## config.mk

```make
export PLATFORM = sky130hd
export DESIGN_NAME = coffee_dispense_sequencer_flat
export DESIGN_NICKNAME = d
export VERILOG_FILES = /design/src/rtl/coffee_dispense_sequencer_if.sv /design/src/rtl/coffee_dispense_sequencer.sv /design/src/flat_wrapper.sv
export SDC_FILE = /design/constraint.sdc
export NUM_CORES = 1
export LEC_CHECK = 0
export CAP_MARGIN = 20
export CORE_MARGIN = 1.5
export CORE_UTILIZATION = 24
export CTS_BUF_LIST = sky130_fd_sc_hd__clkbuf_8
export CTS_CLUSTER_DIAMETER = 150
export DETAILED_ROUTE_END_ITERATION = 10
export GPL_ROUTABILITY_DRIVEN = 0
export SLEW_MARGIN = 0
export SYNTH_ARGS = -nofsm -noshare
export SYNTH_HDL_FRONTEND = slang
export SYNTH_SLANG_ARGS = --single-unit
```

## constraint.sdc

```tcl
create_clock -name clk -period 3.47 [get_ports clk]
set_clock_uncertainty 0.05 [all_clocks]
set_input_delay 0.5205 -clock clk [delete_from_list [all_inputs] [get_ports clk]]
set_output_delay 0.5205 -clock clk [all_outputs]
set_load 0.01 [all_outputs]
```

## src/rtl/coffee_dispense_sequencer_if.sv

```systemverilog
// rtl/coffee_dispense_sequencer_if.sv - order, lookup and valve signals of the dispense sequencer
interface coffee_dispense_sequencer_if;
  logic       start;
  logic [2:0] coffee_type_in;
  logic       cancel;
  logic [1:0] ingredient_time;
  logic [2:0] coffee_type;
  logic [2:0] ingredient_state;
  logic [4:0] valve;
  logic       busy;
  logic       done;
  logic       error;

  modport master (
    output start, coffee_type_in, cancel, ingredient_time,
    input  coffee_type, ingredient_state, valve, busy, done, error
  );

  modport slave (
    input  start, coffee_type_in, cancel, ingredient_time,
    output coffee_type, ingredient_state, valve, busy, done, error
  );
endinterface

```

## src/rtl/coffee_dispense_sequencer.sv

```systemverilog
// rtl/coffee_dispense_sequencer.sv - walks the five ingredients of a latched order and times each valve
module coffee_dispense_sequencer #(
  parameter int TICKS_PER_UNIT = 50000000,
  parameter int CNT_W          = 32
) (
  input logic clk,
  input logic reset,
  coffee_dispense_sequencer_if.slave bus
);

  typedef enum logic [1:0] {IDLE, LOAD, DISPENSE, DONE} state_t;

  localparam logic [CNT_W-1:0] TPU = CNT_W'(TICKS_PER_UNIT);

  state_t           state, state_n;
  logic [2:0]       type_q, type_n;
  logic [2:0]       ing_q, ing_n;
  logic [4:0]       valve_q, valve_n;
  logic             busy_q, busy_n;
  logic             done_q, done_n;
  logic             error_q, error_n;
  logic [CNT_W-1:0] cnt_q, cnt_n;

  always_ff @(posedge clk) begin
    if (reset) begin
      state   <= IDLE;
      type_q  <= '0;
      ing_q   <= '0;
      valve_q <= '0;
      busy_q  <= 1'b0;
      done_q  <= 1'b0;
      error_q <= 1'b0;
      cnt_q   <= '0;
    end else begin
      state   <= state_n;
      type_q  <= type_n;
      ing_q   <= ing_n;
      valve_q <= valve_n;
      busy_q  <= busy_n;
      done_q  <= done_n;
      error_q <= error_n;
      cnt_q   <= cnt_n;
    end
  end

  // Outputs are computed one cycle ahead so every port comes straight from a flop.
  always_comb begin
    state_n = state;
    type_n  = type_q;
    ing_n   = ing_q;
    valve_n = valve_q;
    busy_n  = busy_q;
    done_n  = 1'b0;
    error_n = 1'b0;
    cnt_n   = cnt_q;
    case (state)
      IDLE: begin
        busy_n  = 1'b0;
        valve_n = '0;
        if (bus.start) begin
          if (!bus.coffee_type_in[2]) begin
            type_n  = bus.coffee_type_in;
            ing_n   = '0;
            busy_n  = 1'b1;
            state_n = LOAD;
          end else begin
            error_n = 1'b1;
          end
        end
      end
      LOAD: begin
        if (bus.cancel) begin
          state_n = IDLE;
          valve_n = '0;
          busy_n  = 1'b0;
          ing_n   = '0;
          cnt_n   = '0;
        end else if (bus.ingredient_time != 2'd0) begin
          cnt_n   = CNT_W'(bus.ingredient_time) * TPU - CNT_W'(1);
          valve_n = 5'd1 << ing_q;
          state_n = DISPENSE;
        end else if (ing_q == 3'd4) begin
          state_n = DONE;
          done_n  = 1'b1;
          busy_n  = 1'b0;
          ing_n   = '0;
        end else begin
          ing_n = ing_q + 3'd1;
        end
      end
      DISPENSE: begin
        // Cancel wins over a counter that happens to expire on the same edge.
        if (bus.cancel) begin
          state_n = IDLE;
          valve_n = '0;
          busy_n  = 1'b0;
          ing_n   = '0;
          cnt_n   = '0;
        end else if (cnt_q == '0) begin
          valve_n = '0;
          if (ing_q == 3'd4) begin
            state_n = DONE;
            done_n  = 1'b1;
            busy_n  = 1'b0;
            ing_n   = '0;
          end else begin
            ing_n   = ing_q + 3'd1;
            state_n = LOAD;
          end
        end else begin
          cnt_n = cnt_q - CNT_W'(1);
        end
      end
      DONE: begin
        state_n = IDLE;
        busy_n  = 1'b0;
        valve_n = '0;
        ing_n   = '0;
      end
      default: begin
        state_n = IDLE;
        busy_n  = 1'b0;
        valve_n = '0;
        ing_n   = '0;
        cnt_n   = '0;
      end
    endcase
  end

  assign bus.coffee_type      = type_q;
  assign bus.ingredient_state = ing_q;
  assign bus.valve            = valve_q;
  assign bus.busy             = busy_q;
  assign bus.done             = done_q;
  assign bus.error            = error_q;

endmodule

```

## src/flat_wrapper.sv

```systemverilog
// flat-port wrapper written by rule: the top's interface ports become plain ports
module coffee_dispense_sequencer_flat 
#(
  parameter int TICKS_PER_UNIT = 50000000,
  parameter int CNT_W          = 32
)
  (clk, reset, bus_start, bus_coffee_type_in, bus_cancel, bus_ingredient_time, bus_coffee_type, bus_ingredient_state, bus_valve, bus_busy, bus_done, bus_error);
  coffee_dispense_sequencer_if bus_i ();
  input logic clk;
  input logic reset;
  input wire logic [$bits(bus_i.start)-1:0] bus_start;
  input wire logic [$bits(bus_i.coffee_type_in)-1:0] bus_coffee_type_in;
  input wire logic [$bits(bus_i.cancel)-1:0] bus_cancel;
  input wire logic [$bits(bus_i.ingredient_time)-1:0] bus_ingredient_time;
  output wire logic [$bits(bus_i.coffee_type)-1:0] bus_coffee_type;
  output wire logic [$bits(bus_i.ingredient_state)-1:0] bus_ingredient_state;
  output wire logic [$bits(bus_i.valve)-1:0] bus_valve;
  output wire logic [$bits(bus_i.busy)-1:0] bus_busy;
  output wire logic [$bits(bus_i.done)-1:0] bus_done;
  output wire logic [$bits(bus_i.error)-1:0] bus_error;
  assign bus_i.start = bus_start;
  assign bus_i.coffee_type_in = bus_coffee_type_in;
  assign bus_i.cancel = bus_cancel;
  assign bus_i.ingredient_time = bus_ingredient_time;
  assign bus_coffee_type = bus_i.coffee_type;
  assign bus_ingredient_state = bus_i.ingredient_state;
  assign bus_valve = bus_i.valve;
  assign bus_busy = bus_i.busy;
  assign bus_done = bus_i.done;
  assign bus_error = bus_i.error;
  coffee_dispense_sequencer #(.TICKS_PER_UNIT(TICKS_PER_UNIT), .CNT_W(CNT_W)) u_core (.clk(clk), .reset(reset), .bus(bus_i));
endmodule
```

# After elaboration in Yosys (flattened, before gate mapping)
# Index checks and enable logic that the tools add are counted.
# totals
register_bits	47
latch_bits	0
mem_bits_rw	0
rom_bits	0
word_cells	81
n_memories	0
# classes
add_sub_neg	3
multipliers	1
div	0
magnitude_cmp	0
n_eq_ne	11
shift	1
muxes	42
bitwise	3
n_reduce_logical	12
# ops
operator	n
$mux W32	4
$pmux W32 S2	1
$logic_not A32 Y1	1
$sub A32 B1 Y32 const B	1
$sub A28 B1 Y29 const B	1
$mul A2 B19 Y21 const B	1
$mux W3	7
$mux W5	4
$mux W2	8
$pmux W5 S3	1
$mux W1	13
$pmux W3 S4	1
$pmux W2 S4	1
$reduce_and A4 Y1	2
$ne A3 B2 Y1 const B	2
$ne A3 B3 Y1 const B	2
$reduce_and A3 Y1	2
$shl A1 B3 Y5 const A	1
$eq A2 B2 Y1 const B	2
$ne A2 B2 Y1 const B	2
$ne A4 B2 Y1 const B	1
$pmux W1 S4	1
$reduce_and A2 Y1	2
$reduce_bool A2 Y1	2
8 further kinds	10

# Logic depth before layout (Yosys ltp)
# depth
ltp_word	5
depth_mapped	9
mapped_depth_nobuf	7

# Worst setup path before layout
# OpenSTA, ideal clock, no wires.
# synth_timing
kind	reg2reg
start	reg u_core.cnt_q[26]
end	reg u_core.cnt_q[6]
setup_ns	0.146
arrival_ns	2.580
t_required_ns	3.274
setup_slack_ns	0.694
stages_incl_launch_ff	10
path_cell_list	dfxtp_1 > or4_1 > buf_2 > or4_1 > buf_2 > or4_4 > buf_6 > buf_6 > a31oi_1 > a211oi_1
# synth_via
elab_chain_len	3
# synth_lines
element	line_no	source
start: declaration	coffee_dispense_sequencer.sv:22	logic [CNT_W-1:0] cnt_q, cnt_n;
start signal: assignment	coffee_dispense_sequencer.sv:42	cnt_q <= cnt_n;
$logic_not A32 Y1	coffee_dispense_sequencer.sv:99	end else if (cnt_q == '0) begin
$ne A3 B3 Y1 (no line)	n/a	
$reduce_and A3 Y1 (no line)	n/a	
# Every way passes these cells.
# A chain may end at the register's enable or synchronous reset.

# Worst setup path in the final report
# layout_timing
start	reg u_core.cnt_q[26]
end	reg u_core.cnt_q[31]
# layout_via
elab_chain_len	4
word_cells_on_any_way	7
# layout_lines
element	line_no	source
$sub A32 B1 Y32	coffee_dispense_sequencer.sv:111	cnt_n = cnt_q - CNT_W'(1);
$mux W32	coffee_dispense_sequencer.sv:99	
$mux W32	coffee_dispense_sequencer.sv:93	if (bus.cancel) begin
$pmux W32 S2	coffee_dispense_sequencer.sv:56	case (state)
# Several ways; a longest one is shown, not always the timed one. The select of a mux whose other input is x is not followed.

==> metrics.txt <==
status=completed; number of H-tree levels=2; Seq cells post-synth=47; Post-CTS Resized=0; fillers=about 1400; CP arrival=between 3 and 4 ns; post-route core utilization=28.90%; Min Hold Slack=between 0.4 and 0.5 ns; RSZ-0062 raised after global routing=no; commonest non-fill, non-tap cell in the layout=dfxtp_1; Final setup viols=0; dpl cell area=~3500 µm²; ranking of synthesized cells by area=dfxtp_1 (30%), ha_1 (6.4%), a31oi_1 (4.6%), a21oi_1 (4.0%), nor2_1 (3.7%); Adder-Cell Fraction of Synth Area=roughly 6.4%; Die X=~120 µm; Post-Syn Instances=~390; I/O Pins=23; setup repair bufs after CTS=0; Min-Delay Path Class=register to register; Setup TNS=0 ns; Post-Synth Simple-Gate Area=24.20%; vias in the first global route=a little over 3000; CP Class=register to register; pin count of the biggest net entering global routing=32; DIE AREA=13750 µm²; detailed placement HPWL=roughly 6500 µm; Syn-to-layout area delta=16.89%; hold buffers post-CTS=0; drt first pass iters=5; first-iteration detailed-routing DRC count=approximately 260; main combinational cell family by area after synthesis=compound AO/OA/AOI/OAI gates; total grt overflow=0; later-pin clock latency in the skew report=slightly above 0.3 ns; TritonCTS clock tree=built; CTS clk-pin slew, worst paths=around 0.10 ns; Core ar.=roughly 13000 µm²; most frequent cells in the layout=dfxtp_1 (47), nor2_1 (31), a21oi_1 (25); Ys Warns=0; GRT Resource Usage Total=about 14%; Compound-Gate Fraction of Synth Area=approximately a third; Vias/cell=5.633; Finished Cell Area=around 3700 µm²; crit path max fanout=25; Sinks on Clock Net=47; total CTS buffers=5; Main synth FF type=dfxtp_1; DRC=0; diode count=0; buffers added on ports=21; fin nets=~430; Initial Utilization=between 20% and 30%; row count=between 40 and 50; Clock Tree Buf Depth=2; f_max=between 300 and 400 MHz; Max-Cap Viols=0; Worst EP required=roughly 3.6 ns; Async SR Flop Fraction=0%; final hold vios=0; area leader, netlist=dfxtp_1; CTS Root Buffer Type=clkbuf_8; Distinct cells, synth=59; Mean Syn Cell Area=around 8 µm²; power density cells=489.8 nW/µm²; Mapped Area=~3100 µm²; Die Ht=117.3 µm; worst slew pin tran=a little under 0.9 ns; Max IR drop VDD=between 150 and 200 µV; Pwr Total=0.001794 W; crit end category=register; Net Count, Synth=417; xor-xnor portion of the synthesized cell area=0%; Pleak=approximately 1.3 nW; post-synthesis sequential area ratio=between 30% and 40%; share of layout cells above drive strength 1=10.67%; Max Slew Vio Count=0; Rel. slew slack=about two fifths; top-area cell type share of the netlist area=between 30% and 40%; initial antenna violation count=0; Detail Route Antenna Nets=0; detailed-route via count=roughly 3200; first-pass GRT wire length=about 16000 µm; part of the cycle the worst path needs=approximately 89%; DRT Wirelength=roughly 9500 µm; post-synthesis mux area share=less than 1%; Post-synth EDFFs=0; post-layout min period=between 3 and 4 ns; Worst setup SP type=register; routed len/inst=between 15 and 20 µm
cell type report:
class	count	area [µm²]	area share, %
inverters	15	56.30	1.537
multi-input cells	296	1979	54.05
clock inverters	3	63.81	1.742
clock buffers	5	68.82	1.879
flip-flops and latches	47	940.9	25.69
repair buffers	37	337.8	9.224
well taps	172	215.2	5.876
path summary, 6_finish.rpt:
kind	from	endpoint	slack (ns)	cells past startpoint
setup / recovery	u_core.cnt_q[26]$_SDFFE_PP0P_	u_core.cnt_q[31]$_SDFFE_PP0P_	0.38	5
hold / removal	u_core.cnt_q[29]$_SDFFE_PP0P_	u_core.cnt_q[29]$_SDFFE_PP0P_	0.43	2
setup reg to reg	u_core.cnt_q[26]$_SDFFE_PP0P_	u_core.cnt_q[31]$_SDFFE_PP0P_	0.38	5
hold reg to reg	u_core.cnt_q[29]$_SDFFE_PP0P_	u_core.cnt_q[29]$_SDFFE_PP0P_	0.43	2
routing by layer:
metal	GRT usage, %	vias up	share of wire, %
met5	0	-	0
met3	2.472	18	6.7
met4	5.221	0	2.2
met2	23.33	144	45
li1	-	1526	-
met1	18.89	1551	46
kinds of logic (layout without fill, tap and decap cells):
logic type | count (synthesis) | after routing
compound gates | 138 | 138
simple gates | 138 | 138
buf+inv | 49 | 60
flops | 47 | 47
fa+ha+maj | 16 | 16
mux | 3 | 3
other cells | 1 | 1
stage by stage:
step / setup slack [ns] / cells
floorplan: 0.6941 / 392
global placement: 0.4693 / 567
detailed placement: 0.4264 / 567
CTS: 0.4467 / 575
global route: 0.3087 / 575
finish: 0.3759 / 575
where the power goes:
| group | total [W] | leakage [nW] | switching [W] | internal (W) |
|---|---|---|---|---|
| sequential | 0.000639 | 0.382 | 0.0000542 | 0.000584 |
| clock | 0.000485 | 0.0695 | 0.000200 | 0.000285 |
| combinational | 0.000670 | 0.816 | 0.000444 | 0.000226 |
| total | 0.00179 | 1.27 | 0.000697 | 0.00110 |
critical path, stage by stage (launching register included):
cell and delay [ns]:
dfxtp_1 0.37, or4_1 0.66, or4_1 0.67, or4_4 0.77, nand2_2 0.30, o32ai_1 0.13
synth_stat cells (3+ instances only):
cell	count
dfxtp_1	47
nor2_1	31
clkbuf_1	27
a21oi_1	25
a31oi_1	23
nor3_1	21
o21ai_0	20
ha_1	16
inv_1	15
nand2_1	15
nand3_1	14
a211oi_1	11
o31ai_1	10
nand2b_1	9
nand4_1	8
o41ai_1	8
a31o_2	6
or4_1	6
a41o_1	5
nor4_1	5
o311ai_0	5
or3_1	5
nand3b_1	4
o32ai_1	4
a21o_1	3
buf_6	3
mux2i_1	3
o211ai_1	3
or2_2	3
flip-flops by register name, summed over array words and instances (netlist names):
name,cells
u_core.cnt_q,32
u_core.bus.valve,5
u_core.bus.ingredient_state,3
u_core.bus.coffee_type,2
u_core.state,2
u_core.bus.busy,1
u_core.bus.done,1
u_core.bus.error,1
Note: power is estimated with default switching activity, not from simulation.
